## src/rtl/fc_accumulator.sv

```systemverilog
// Per-neuron partial-sum accumulator for the FC column. It accumulates a configured number
// of chunks per neuron, then requantizes (round-half-up shift) and saturates each finished sum.
module fc_accumulator #(
    parameter int DATA_WIDTH      = 8,
    parameter int PSUM_WIDTH      = 20,
    parameter int ACC_WIDTH       = 24,
    parameter int CHUNK_CNT_WIDTH = 8,
    parameter int OUT_CNT_WIDTH   = 10,
    parameter int SHIFT_WIDTH     = 5
) (
    input  logic                       clk,
    input  logic                       rst,
    input  logic                       start_i,
    input  logic [CHUNK_CNT_WIDTH-1:0] cfg_num_chunks_i,
    input  logic [OUT_CNT_WIDTH-1:0]   cfg_num_out_i,
    input  logic [SHIFT_WIDTH-1:0]     cfg_shift_i,
    input  logic                       psum_valid_i,
    input  logic [PSUM_WIDTH-1:0]      psum_i,
    output logic                       busy_o,
    output logic                       done_o,
    output logic                       acc_valid_o,
    output logic                       acc_last_o,
    output logic [DATA_WIDTH-1:0]      acc_result_o
);

    typedef enum logic {IDLE, ACCUM} state_t;

    localparam logic signed [ACC_WIDTH:0] QMAX = (ACC_WIDTH+1)'(2**(DATA_WIDTH-1) - 1);
    localparam logic signed [ACC_WIDTH:0] QMIN = ~QMAX;

    state_t                       state;
    logic signed [ACC_WIDTH-1:0]  acc;
    logic [CHUNK_CNT_WIDTH-1:0]   chunk_cnt;
    logic [OUT_CNT_WIDTH-1:0]     out_cnt;
    logic [CHUNK_CNT_WIDTH-1:0]   num_chunks;
    logic [OUT_CNT_WIDTH-1:0]     num_out;
    logic [SHIFT_WIDTH-1:0]       shift;

    logic signed [ACC_WIDTH-1:0]  sum_next;
    logic signed [ACC_WIDTH:0]    ext;
    logic signed [ACC_WIDTH:0]    rnd;
    logic signed [ACC_WIDTH:0]    y;
    logic [DATA_WIDTH-1:0]        sat;
    logic                         last_chunk;
    logic                         last_out;

    // Rounding is done one bit wider so that adding the half-LSB cannot overflow.
    always_comb begin
        sum_next = acc + ACC_WIDTH'(signed'(psum_i));
        ext      = (ACC_WIDTH+1)'(sum_next);
        rnd      = (ACC_WIDTH+1)'(1) << (shift - SHIFT_WIDTH'(1));
        y        = (shift == '0) ? ext : ((ext + rnd) >>> shift);
        if (y > QMAX)
            sat = QMAX[DATA_WIDTH-1:0];
        else if (y < QMIN)
            sat = QMIN[DATA_WIDTH-1:0];
        else
            sat = y[DATA_WIDTH-1:0];
    end

    assign last_chunk = (chunk_cnt == num_chunks - CHUNK_CNT_WIDTH'(1));
    assign last_out   = (out_cnt == num_out - OUT_CNT_WIDTH'(1));

    always_ff @(posedge clk or posedge rst) begin
        if (rst) begin
            state        <= IDLE;
            acc          <= '0;
            chunk_cnt    <= '0;
            out_cnt      <= '0;
            num_chunks   <= '0;
            num_out      <= '0;
            shift        <= '0;
            busy_o       <= 1'b0;
            done_o       <= 1'b0;
            acc_valid_o  <= 1'b0;
            acc_last_o   <= 1'b0;
            acc_result_o <= '0;
        end else begin
            done_o       <= 1'b0;
            acc_valid_o  <= 1'b0;
            acc_last_o   <= 1'b0;
            acc_result_o <= '0;
            case (state)
                IDLE: begin
                    if (start_i) begin
                        num_chunks <= (cfg_num_chunks_i == '0) ? CHUNK_CNT_WIDTH'(1) : cfg_num_chunks_i;
                        num_out    <= (cfg_num_out_i == '0) ? OUT_CNT_WIDTH'(1) : cfg_num_out_i;
                        shift      <= cfg_shift_i;
                        acc        <= '0;
                        chunk_cnt  <= '0;
                        out_cnt    <= '0;
                        busy_o     <= 1'b1;
                        state      <= ACCUM;
                    end
                end
                ACCUM: begin
                    if (psum_valid_i) begin
                        if (last_chunk) begin
                            // Clearing acc here lets the next neuron start on the following cycle.
                            acc          <= '0;
                            chunk_cnt    <= '0;
                            acc_valid_o  <= 1'b1;
                            acc_result_o <= sat;
                            if (last_out) begin
                                acc_last_o <= 1'b1;
                                done_o     <= 1'b1;
                                busy_o     <= 1'b0;
                                out_cnt    <= '0;
                                state      <= IDLE;
                            end else begin
                                out_cnt <= out_cnt + OUT_CNT_WIDTH'(1);
                            end
                        end else begin
                            acc       <= sum_next;
                            chunk_cnt <= chunk_cnt + CHUNK_CNT_WIDTH'(1);
                        end
                    end
                end
                default: state <= IDLE;
            endcase
        end
    end

endmodule
```

## config.mk

```make
export PLATFORM = sky130hd
export DESIGN_NAME = fc_accumulator
export DESIGN_NICKNAME = d
export VERILOG_FILES = /design/src/rtl/fc_accumulator.sv
export SDC_FILE = /design/constraint.sdc
export NUM_CORES = 1
export LEC_CHECK = 0
export CORE_ASPECT_RATIO = 0.5
export CORE_MARGIN = 3
export CORE_UTILIZATION = 40
export DETAILED_ROUTE_END_ITERATION = 12
export PLACE_DENSITY = 0.7
export SETUP_SLACK_MARGIN = 0.3
export SYNTH_ARGS = -nofsm -noshare
export SYNTH_HDL_FRONTEND = slang
export SYNTH_SLANG_ARGS = --single-unit
```

## constraint.sdc

```tcl
create_clock -name clk -period 7.2 [get_ports clk]
set_input_delay 1.44 -clock clk [delete_from_list [all_inputs] [get_ports clk]]
set_output_delay 1.44 -clock clk [all_outputs]
set_load 0.1 [all_outputs]
```

==> results.json, run 1 <==
{
  "start_util_pct": 42.1,
  "drtIter0Drc": 1075,
  "dp_cells": 1554,
  "first_global_vias": 9582,
  "synthCells": 1068,
  "async_reset_ff_share_pct": 100,
  "vias": 9959,
  "netlist.area_leader.share_pct": 22.7,
  "finalCritPeriodShare_pct": 97.2,
  "synth_top_area_cell": "dfrtp_1",
  "antenna_found_initial": 0,
  "insertion_delay_ns": 0.35,
  "p_leak_nw": 5.36,
  "timing.critical_path.to_type": "flip-flop",
  "drc": 0,
  "dpl.hpwl_mm": 25.4,
  "tns_ns": 0,
  "portBuffers": 58,
  "wire_per_inst_um": 21.2,
  "totalPowerFinal_mw": 7.00,
  "fmax_mhz": 143,
  "syn_nets": 1168,
  "holdWs_ns": 0.511,
  "dp_slack_ns": -1.04,
  "drtPass1Iterations": 7,
  "final_area_sq_um": 12300,
  "synth.most_common_cell": "nand2_1",
  "ys_seq_area_share_pct": 22.7,
  "yosys.area_share.xor_xnor_pct": 8.50,
  "fp.dieW_um": 212,
  "final_cells": 1611,
  "vias_per_cell": 6.18,
  "tritoncts": "built",
  "skew_ns": 0.00707,
  "syn_avg_cell_area_sq_um": 7.94,
  "grt_start_max_net_pins": 78,
  "synth_simple_gate_area_share_pct": 21.1,
  "relSlewSlack_pct": 23.2,
  "root_buffer": "clkbuf_16",
  "required_ns": 7.46,
  "ys.flop_type": "dfrtp_1",
  "crit_path_start_kind": "primary input",
  "synth_top_family_by_area": "compound AO/OA/AOI/OAI gates",
  "outcome": "completed",
  "cts_buffer_depth": 2,
  "place_area_sq_um": 10800,
  "maxCapViolations": 0,
  "clk_pin_slew_ns": 0.06,
  "cts_max_level": 3,
  "synth_edf_count": 0,
  "synth-seq-cells": 77,
  "fill_cells": 1691,
  "synth.area.top_cells": "dfrtp_1 23%, ha_1 7.5%, nand2_1 5.3%",
  "grt_pass1_wl_mm": 52.0,
  "crit_arrival_ns": 7.26,
  "n_antenna_cell": 0,
  "final_antenna_net_count": 0,
  "cts_buffers": 9,
  "setup_violations": 0,
  "slew_violations": 0,
  "syn_to_final_growth_pct": 45.1,
  "post-route-util_pct": 61.1,
  "vdd_ir_drop_max_mv": 0.242,
  "rsz0062_at_grt": "yes",
  "fin_crit_ns": 7.00,
  "die_area_sq_um": 23100,
  "synth_compound_area_share_pct": 30.1,
  "worst_pin_slew_ns": 1.15,
  "synth_cell_types": 95,
  "hold_viol": 0,
  "wirelength_mm": 34.1,
  "grt_usage_pct": 28.7,
  "core_sq_um": 20100,
  "io-pin-count": 59,
  "rows": 36,
  "synth_adder_area_share_pct": 8.00,
  "place_congestion": 1.05,
  "clock-sinks": 77,
  "synth_commonest_cells": "120 x nand2_1, 96 x nor2_1, 83 x o21ai_0",
  "netlist_area_sq_um": 8480,
  "chipHeight_um": 109,
  "hp-class": "reg -> reg",
  "yosysWarningCount": 0,
  "muxShareOfSynthArea_pct": 5.34,
  "critPathMaxFanout": 7,
  "nets": 1440,
  "worst-setup-path-type": "in -> reg",
  "grt_overflow": 0,
  "setup_ws_ns": 0.198,
  "power_density_nw_per_um2": 569,
  "drive_gt1_share_pct": 32.2
}
==> what timing repair did <==
item                       4_1_cts  5_1_grt
pin swaps                       64       41
setup endpoints to repair        7        7
gates resized for setup        112       46
buffers inserted                38        3
hold buffers                     0        0
==> layout make-up <==
cell class                 count  area, sq um  area share (%)
clock buffer                   9          225            1.83
clock inverter                 7         96.3           0.783
inverter                      27          103           0.834
multi-input combinational    906         7040            57.2
sequential                    77         1930            15.7
tap                          266          333            2.70
timing repair buffer         319         2580            21.0
==> final timing paths <==
| check | endpoint | cells after the start | slack (ns) | from |
|---|---|---|---|---|
| worst max-delay path | acc_result_o[1]$_DFF_PP0_ | 25 | 0.20 | psum_i[8] |
| worst min-delay path | acc[20]$_DFFE_PP0P_ | 1 | 0.51 | acc[20]$_DFFE_PP0P_ |
| worst max register to register | acc_result_o[1]$_DFF_PP0_ | 25 | 0.95 | acc[0]$_DFFE_PP0P_ |
| worst min register to register | acc[20]$_DFFE_PP0P_ | 1 | 0.51 | acc[20]$_DFFE_PP0P_ |
| max in group asynchronous | num_chunks[6]$_DFFE_PP0P_ | 3 | 4.76 | rst |
| min in group asynchronous | acc[2]$_DFFE_PP0P_ | 3 | 1.77 | rst |
==> registers in the layout (all words and copies together) (netlist names) <==
name / count
out_cnt: 10
num_chunks: 8
num_out: 10
busy_o: 1
acc: 24
shift: 5
state: 1
chunk_cnt: 8
acc_last_o: 1
acc_result_o: 8
acc_valid_o: 1
==> cell families (layout without fill, tap and decap cells) <==
family | Yosys count | in the layout
multiplexers | 38 | 38
adder cells (fa/ha/maj) | 53 | 53
flip-flops | 77 | 77
XOR/XNOR | 78 | 78
AND/OR/NAND/NOR | 372 | 372
AO/OA/AOI/OAI | 365 | 365
buffers and inverters | 85 | 362
==> routing by layer <==
| layer | vias to the layer above | track usage, % | part of all wire, % | wire length (um) |
|---|---|---|---|---|
| li1 | 4571 | - | - | - |
| met3 | 78 | 3.13 | 7.2 | 2450 |
| met2 | 494 | 47.0 | 45 | 15300 |
| met4 | 0 | 8.50 | 2.5 | 867 |
| met1 | 4816 | 40.2 | 45 | 15500 |
| met5 | - | 0 | 0 | 0 |
==> critical path, stage by stage <==
cell and delay [ns]:
clkdlybuf4s50_1 0.46, ha_1 0.35, buf_4 0.14, and3_1 0.17, nand2_1 0.06, a32oi_1 0.31
a41oi_4 0.07, o211ai_1 0.28, buf_4 0.18, a21oi_2 0.06, xnor2_2 0.20, ha_4 0.33
nand2_1 0.11, o21ai_4 0.26, a2bb2oi_1 0.21, o211ai_1 0.17, buf_4 0.18, o21ai_2 0.13
o221ai_2 0.14, or2_1 0.31, a211o_1 0.30, o311a_1 0.31, or4b_1 0.53, o31a_1 0.37
o22ai_1 0.15
==> power breakdown <==
group	switching [mW]	total (mW)	internal (mW)
sequential	0.108	0.645	0.537
clock	0.200	0.506	0.306
combinational	3.04	5.85	2.81
==> cell usage in the layout (no fill, tap or decap), drive strengths merged, types with 10 or more instances in the layout <==
cell type,synthesis,layout
a211oi,22,22
o21ai,93,93
ha,51,51
mux2i,16,16
a21o,20,20
and2,10,10
xnor2,43,43
a21oi,64,64
nand2,122,122
nand3,31,31
and3,14,14
o211ai,25,25
nand4,17,17
buf,18,262
dfrtp,77,77
xor2,34,34
mux2,18,18
inv,27,28
nor3,29,29
clkdlybuf4s50,0,52
nor2,98,98
a31oi,13,13
a22o,25,25
o22ai,11,11
No activity file was read; power rests on OpenSTA's default activity.
==> run 2, diff against run 1 <==
CTS_BUF_LIST = sky130_fd_sc_hd__clkbuf_4 sky130_fd_sc_hd__clkbuf_8   (was unset)
==> run 2 against run 1 <==
Non-clock buffer count down 2. Final cell count shrank 0.12%. Hold slack gained 0.0034 ns. Fmax increased by 0.51%. Core utilization down 0.46 points. Wire length is 0.31% lower. Count of clock-buffer cells in the layout unchanged. Via count shrank 0.57%. First-iteration DRC count down 13%. Worst setup slack gained 0.035 ns. Critical endpoint unchanged.
==> results.json, run 2 (synthesis results as in run 1) <==
{
  "slew_violations": 0,
  "first_global_vias": 9540,
  "fin_crit_ns": 6.97,
  "grt_pass1_wl_mm": 51.7,
  "holdWs_ns": 0.515,
  "p_leak_nw": 5.31,
  "maxCapViolations": 0,
  "crit_arrival_ns": 7.25,
  "antenna_found_initial": 0,
  "outcome": "completed",
  "cts_buffer_depth": 2,
  "vdd_ir_drop_max_mv": 0.245,
  "tritoncts": "built",
  "vias": 9902,
  "rsz0062_at_grt": "yes",
  "start_util_pct": 42.1,
  "skew_ns": 0.0119,
  "wirelength_mm": 34.0,
  "chipHeight_um": 109,
  "finalCritPeriodShare_pct": 96.8,
  "worst_pin_slew_ns": 1.16,
  "power_density_nw_per_um2": 563,
  "reg_top3": "acc (24), num_out (10), out_cnt (10)",
  "setup_violations": 0,
  "hold_viol": 0,
  "drtIter0Drc": 937,
  "portBuffers": 58,
  "ctsHoldBuffers": 0,
  "cts_buffers": 9,
  "die_area_sq_um": 23100,
  "dp_slack_ns": -1.04,
  "rows": 36,
  "core_sq_um": 20100,
  "fmax_mhz": 144,
  "fp.dieW_um": 212,
  "drc": 0,
  "worst-setup-path-type": "in -> reg",
  "grt_usage_pct": 28.5,
  "drtPass1Iterations": 6,
  "drive_gt1_share_pct": 32.3,
  "grt_start_max_net_pins": 78,
  "vias_per_cell": 6.15,
  "crit_path_start_kind": "primary input",
  "place_congestion": 1.05,
  "cts_max_level": 3,
  "dpl.hpwl_mm": 25.4,
  "syn_to_final_growth_pct": 44.0,
  "critPathMaxFanout": 7,
  "clk_pin_slew_ns": 0.09,
  "hp-class": "reg -> reg",
  "relSlewSlack_pct": 23.0,
  "largest_reg_flops": 24,
  "timing.critical_path.to_type": "flip-flop",
  "layout_commonest_cell": "buf_4",
  "insertion_delay_ns": 0.36,
  "nets": 1438,
  "io-pin-count": 59,
  "setup_ws_ns": 0.234,
  "n_antenna_cell": 0,
  "grt_overflow": 0,
  "final_antenna_net_count": 0,
  "required_ns": 7.49,
  "most-common-layout-cells": "252 x buf_4, 116 x nand2_1, 91 x nor2_1",
  "clock-sinks": 77,
  "largest_register": "acc",
  "wire_per_inst_um": 21.1,
  "tns_ns": 0,
  "root_buffer": "clkbuf_8"
}
## run 2: power breakdown
| group | internal (mW) | leakage [nW] | switching (mW) |
|---|---|---|---|
| Clock | 0.197 | 0.114 | 0.182 |
| Combinational | 2.81 | 4.23 | 3.04 |
| Sequential | 0.536 | 0.966 | 0.109 |
| Total | 3.54 | 5.31 | 3.33 |
## run 2: metrics by stage
step / cell area [sq um] / cells / util [%] / power, mW
after global routing: 12200 / 1609 / 60.7 / 7.26
after global placement: 10800 / 1554 / 53.8 / 5.31
after floorplan: 8510 / 1068 / - / 3.26
after CTS: 11900 / 1605 / 59.3 / 6.48
final: 12200 / 1609 / 60.7 / 6.87
after detailed placement: 10800 / 1554 / 53.8 / 5.37
## run 2: critical path: stages
cell	delay (ns)
buf_6	0.10
ha_4	0.16
fa_2	0.38
a21o_1	0.20
a221oi_4	0.28
o21bai_2	0.15
buf_6	0.15
a41oi_4	0.19
o211ai_1	0.17
o31a_1	0.29
a21o_1	0.22
xor2_4	0.19
ha_4	0.31
buf_6	0.10
and2_4	0.19
a31oi_4	0.10
a211oi_4	0.24
xnor3_2	0.34
xnor2_2	0.19
buf_12	0.14
nor2_4	0.03
a211o_1	0.30
o311a_1	0.31
or4b_1	0.53
o31a_1	0.37
o22ai_1	0.15
## run 2: routing by layer
layer | track usage (%) | share of wire (%) | vias to the layer above
met5 | 0 | 0 | -
met4 | 7.97 | 2.6 | 0
met3 | 3.56 | 7.4 | 71
met2 | 46.9 | 45 | 482
met1 | 39.6 | 45 | 4768
li1 | - | - | 4581
## run 2: final timing paths
check,from,to,slack (ns),cells after the start
worst max register to register,acc[0]$_DFFE_PP0P_,acc_result_o[1]$_DFF_PP0_,0.95,25
worst max-delay path,psum_i[0],acc_result_o[1]$_DFF_PP0_,0.23,26
min in group asynchronous,rst,acc[3]$_DFFE_PP0P_,1.75,3
worst min-delay path,acc[20]$_DFFE_PP0P_,acc[20]$_DFFE_PP0P_,0.51,1
max in group asynchronous,rst,num_chunks[6]$_DFFE_PP0P_,4.81,3
worst min register to register,acc[20]$_DFFE_PP0P_,acc[20]$_DFFE_PP0P_,0.51,1
## run 2: cell type report
type	instances	area, sq um
Fill cell	1721	7920
Multi-Input combinational cell	906	7060
Timing Repair Buffer	317	2570
Sequential cell	77	1930
Tap cell	266	333
Clock buffer	9	124
Inverter	27	103
Clock inverter	7	96.3
## run 2: what timing repair did
action                     4_1_cts  5_1_grt
setup buffers                   35        4
pin swaps                       60       41
setup endpoints to repair        7        7
cloned                           0        0
resized for setup              112       48
==> run 3, diff against run 2 <==
CORE_ASPECT_RATIO = 1.25   (was 0.5)
CORE_UTILIZATION = 53   (was 40)
DONT_BUFFER_PORTS = 1   (was unset)
PLACE_DENSITY = 0.8   (was 0.7)
==> run 3 against run 2 <==
Clock skew rose by 0.0076 ns. Wire length is 11% lower. Via count down 4.8%. Sequential power grew 1%. First-iteration DRC count rose by 2.1%. Critical path depth is the same. Die area fell by 24%. Clock power about the same. Non-clock buffer count shrank 138. Critical path type unchanged. Largest power group unchanged. Highest routed layer unchanged.
==> results.json, run 3 (synthesis results as in run 1) <==
{
  "outcome": "completed",
  "hold_end": "acc[22]$_DFFE_PP0P_",
  "core_sq_um": 15600,
  "wire_per_inst_um": 21.5,
  "setup_ws_ns": 0.257,
  "holdWs_ns": 0.518,
  "reg_top3": "acc (24), num_out (10), out_cnt (10)",
  "antenna_found_initial": 0,
  "crit_family": "compound AO/OA/AOI/OAI gates",
  "maxCapViolations": 0,
  "place_congestion": 1.13,
  "clock-sinks": 77,
  "clk_pin_slew_ns": 0.09,
  "critPathMaxFanout": 7,
  "final_cells": 1417,
  "cts_buffer_depth": 2,
  "skew_ns": 0.0194,
  "path_buf_inv": 4,
  "vias_per_cell": 6.65,
  "cts_buffers": 9,
  "most-common-layout-cells": "173 x buf_4, 119 x nand2_1, 95 x nor2_1",
  "timing.critical_path.to_type": "flip-flop",
  "hold_viol": 0,
  "finalCritPeriodShare_pct": 96.4,
  "n_antenna_cell": 0,
  "fp.dieW_um": 119,
  "critPathMaxStageDelay_ns": 0.51,
  "cp_slowest_cell": "or4b_1",
  "layout_commonest_cell": "buf_4",
  "multi_input_area_sq_um": 6590,
  "cp.depth": 26,
  "worst_path_most_repeated_cell": "buf_4",
  "totalPowerFinal_mw": 5.93,
  "power_density_nw_per_um2": 564,
  "hold_path_depth": 1,
  "rsz0062_at_grt": "yes",
  "insertion_delay_ns": 0.36,
  "grt_overflow": 0,
  "drtIter0Drc": 957,
  "fmax_mhz": 144,
  "ctsHoldBuffers": 0,
  "dpl.hpwl_mm": 23.2,
  "post-route-util_pct": 67.2,
  "relSlewSlack_pct": 18.9,
  "first_global_vias": 9065,
  "grt_pass1_wl_mm": 46.6,
  "largest_register": "acc",
  "worst-setup-path-type": "in -> reg",
  "crit_path_start_kind": "primary input",
  "start_util_pct": 54.3,
  "tns_ns": 0,
  "fill_cells": 1276,
  "drc": 0,
  "timing.rr.start": "acc[0]$_DFFE_PP0P_",
  "grt_usage_pct": 33.0,
  "worst_pin_slew_ns": 1.22,
  "dp_slack_ns": -0.361,
  "worst-r2r-setup-slack_ns": 0.90,
  "rows": 51,
  "die_area_sq_um": 17600,
  "fin_crit_ns": 6.94,
  "final_antenna_net_count": 0,
  "required_ns": 7.48,
  "drtPass1Iterations": 6,
  "wirelength_mm": 30.4,
  "vias": 9425,
  "drive_gt1_share_pct": 25.1,
  "min_from": "acc[22]$_DFFE_PP0P_",
  "ff2ff_path_depth": 26,
  "r2r-end": "acc_result_o[6]$_DFF_PP0_",
  "dp_cells": 1377,
  "place_area_sq_um": 9690,
  "final_area_sq_um": 10500,
  "register_area_sq_um": 1930,
  "portBuffers": 0,
  "vdd_ir_drop_max_mv": 0.336,
  "p_leak_nw": 4.59,
  "tritoncts": "built",
  "setup_violations": 0,
  "nets": 1300,
  "root_buffer": "clkbuf_8",
  "grt_start_max_net_pins": 78,
  "largest_reg_flops": 24,
  "io-pin-count": 59,
  "cts_max_level": 3,
  "chipHeight_um": 147,
  "slew_violations": 0,
  "hp-class": "reg -> reg",
  "crit_arrival_ns": 7.23,
  "syn_to_final_growth_pct": 23.8
}
run 3: changes by cell type in the layout (fill, tap and decap cells not counted), moves of 4 or more:
| cell | delta |
|---|---|
| buf_4 | -79 |
| clkdlybuf4s50_1 | -52 |
| a21oi_1 | +12 |
| a21oi_2 | -10 |
| ha_4 | -10 |
| ha_1 | +9 |
| o21ai_0 | +5 |
| nor2_1 | +4 |
run 3: routing by layer:
metal  share of wire [%]  vias to the layer above  GRT usage (%)
met2                  49                      522           58.7
met3                 7.0                      156           3.52
li1                    -                     4294              -
met5                   0                        -              0
met1                  37                     4453           38.2
met4                 7.0                        0           19.4
run 3: area by class of cell:
class,instances,share of cell area (%)
clock buffers,10,1.25
clock inverters,6,0.917
inverters,27,0.977
multi-input cells,906,62.8
flip-flops and latches,77,18.4
well taps,212,2.53
repair buffers,179,13.2
run 3: worst reg2reg max path: stages, from the launching register on:
cell,delay [ns]
dfrtp_1,0.41
ha_4,0.18
fa_2,0.40
a21o_1,0.23
a221oi_4,0.30
o21bai_4,0.11
a311o_1,0.37
a21oi_2,0.14
o21ai_1,0.08
xor2_1,0.16
buf_4,0.16
ha_4,0.30
buf_6,0.11
nor3_2,0.03
buf_4,0.14
o31ai_4,0.21
a211oi_1,0.12
buf_4,0.16
a211oi_4,0.23
xnor3_2,0.38
xnor2_4,0.28
nor2_1,0.10
a211o_1,0.26
o311a_1,0.31
or4b_1,0.52
o31a_1,0.36
o22ai_1,0.18
run 3: worst max path at each step:
| stage | start | end | slack [ns] |
|---|---|---|---|
| 2_1_floorplan | psum_i[0] | acc_result_o[0]$_DFF_PP0_ | 0.31 |
| 3_5_place_dp | psum_i[0] | acc_result_o[6]$_DFF_PP0_ | -0.36 |
| 3_3_place_gp | psum_i[0] | acc_result_o[2]$_DFF_PP0_ | -0.34 |
| 4_1_cts | psum_i[0] | acc_result_o[6]$_DFF_PP0_ | 0.31 |
| 5_1_grt | psum_i[0] | acc_result_o[6]$_DFF_PP0_ | 0.08 |
| 6_report | psum_i[0] | acc_result_o[6]$_DFF_PP0_ | 0.26 |
run 3: repair_timing:
item	CTS	global route
gates resized for setup	21	49
setup endpoints to repair	7	7
gates cloned	0	0
pin swaps	26	42
buffers inserted	10	14
run 3: power by group:
part	total (mW)	switching [mW]	internal (mW)
Combinational	4.90	2.61	2.28
Sequential	0.654	0.118	0.536
Clock	0.377	0.174	0.203
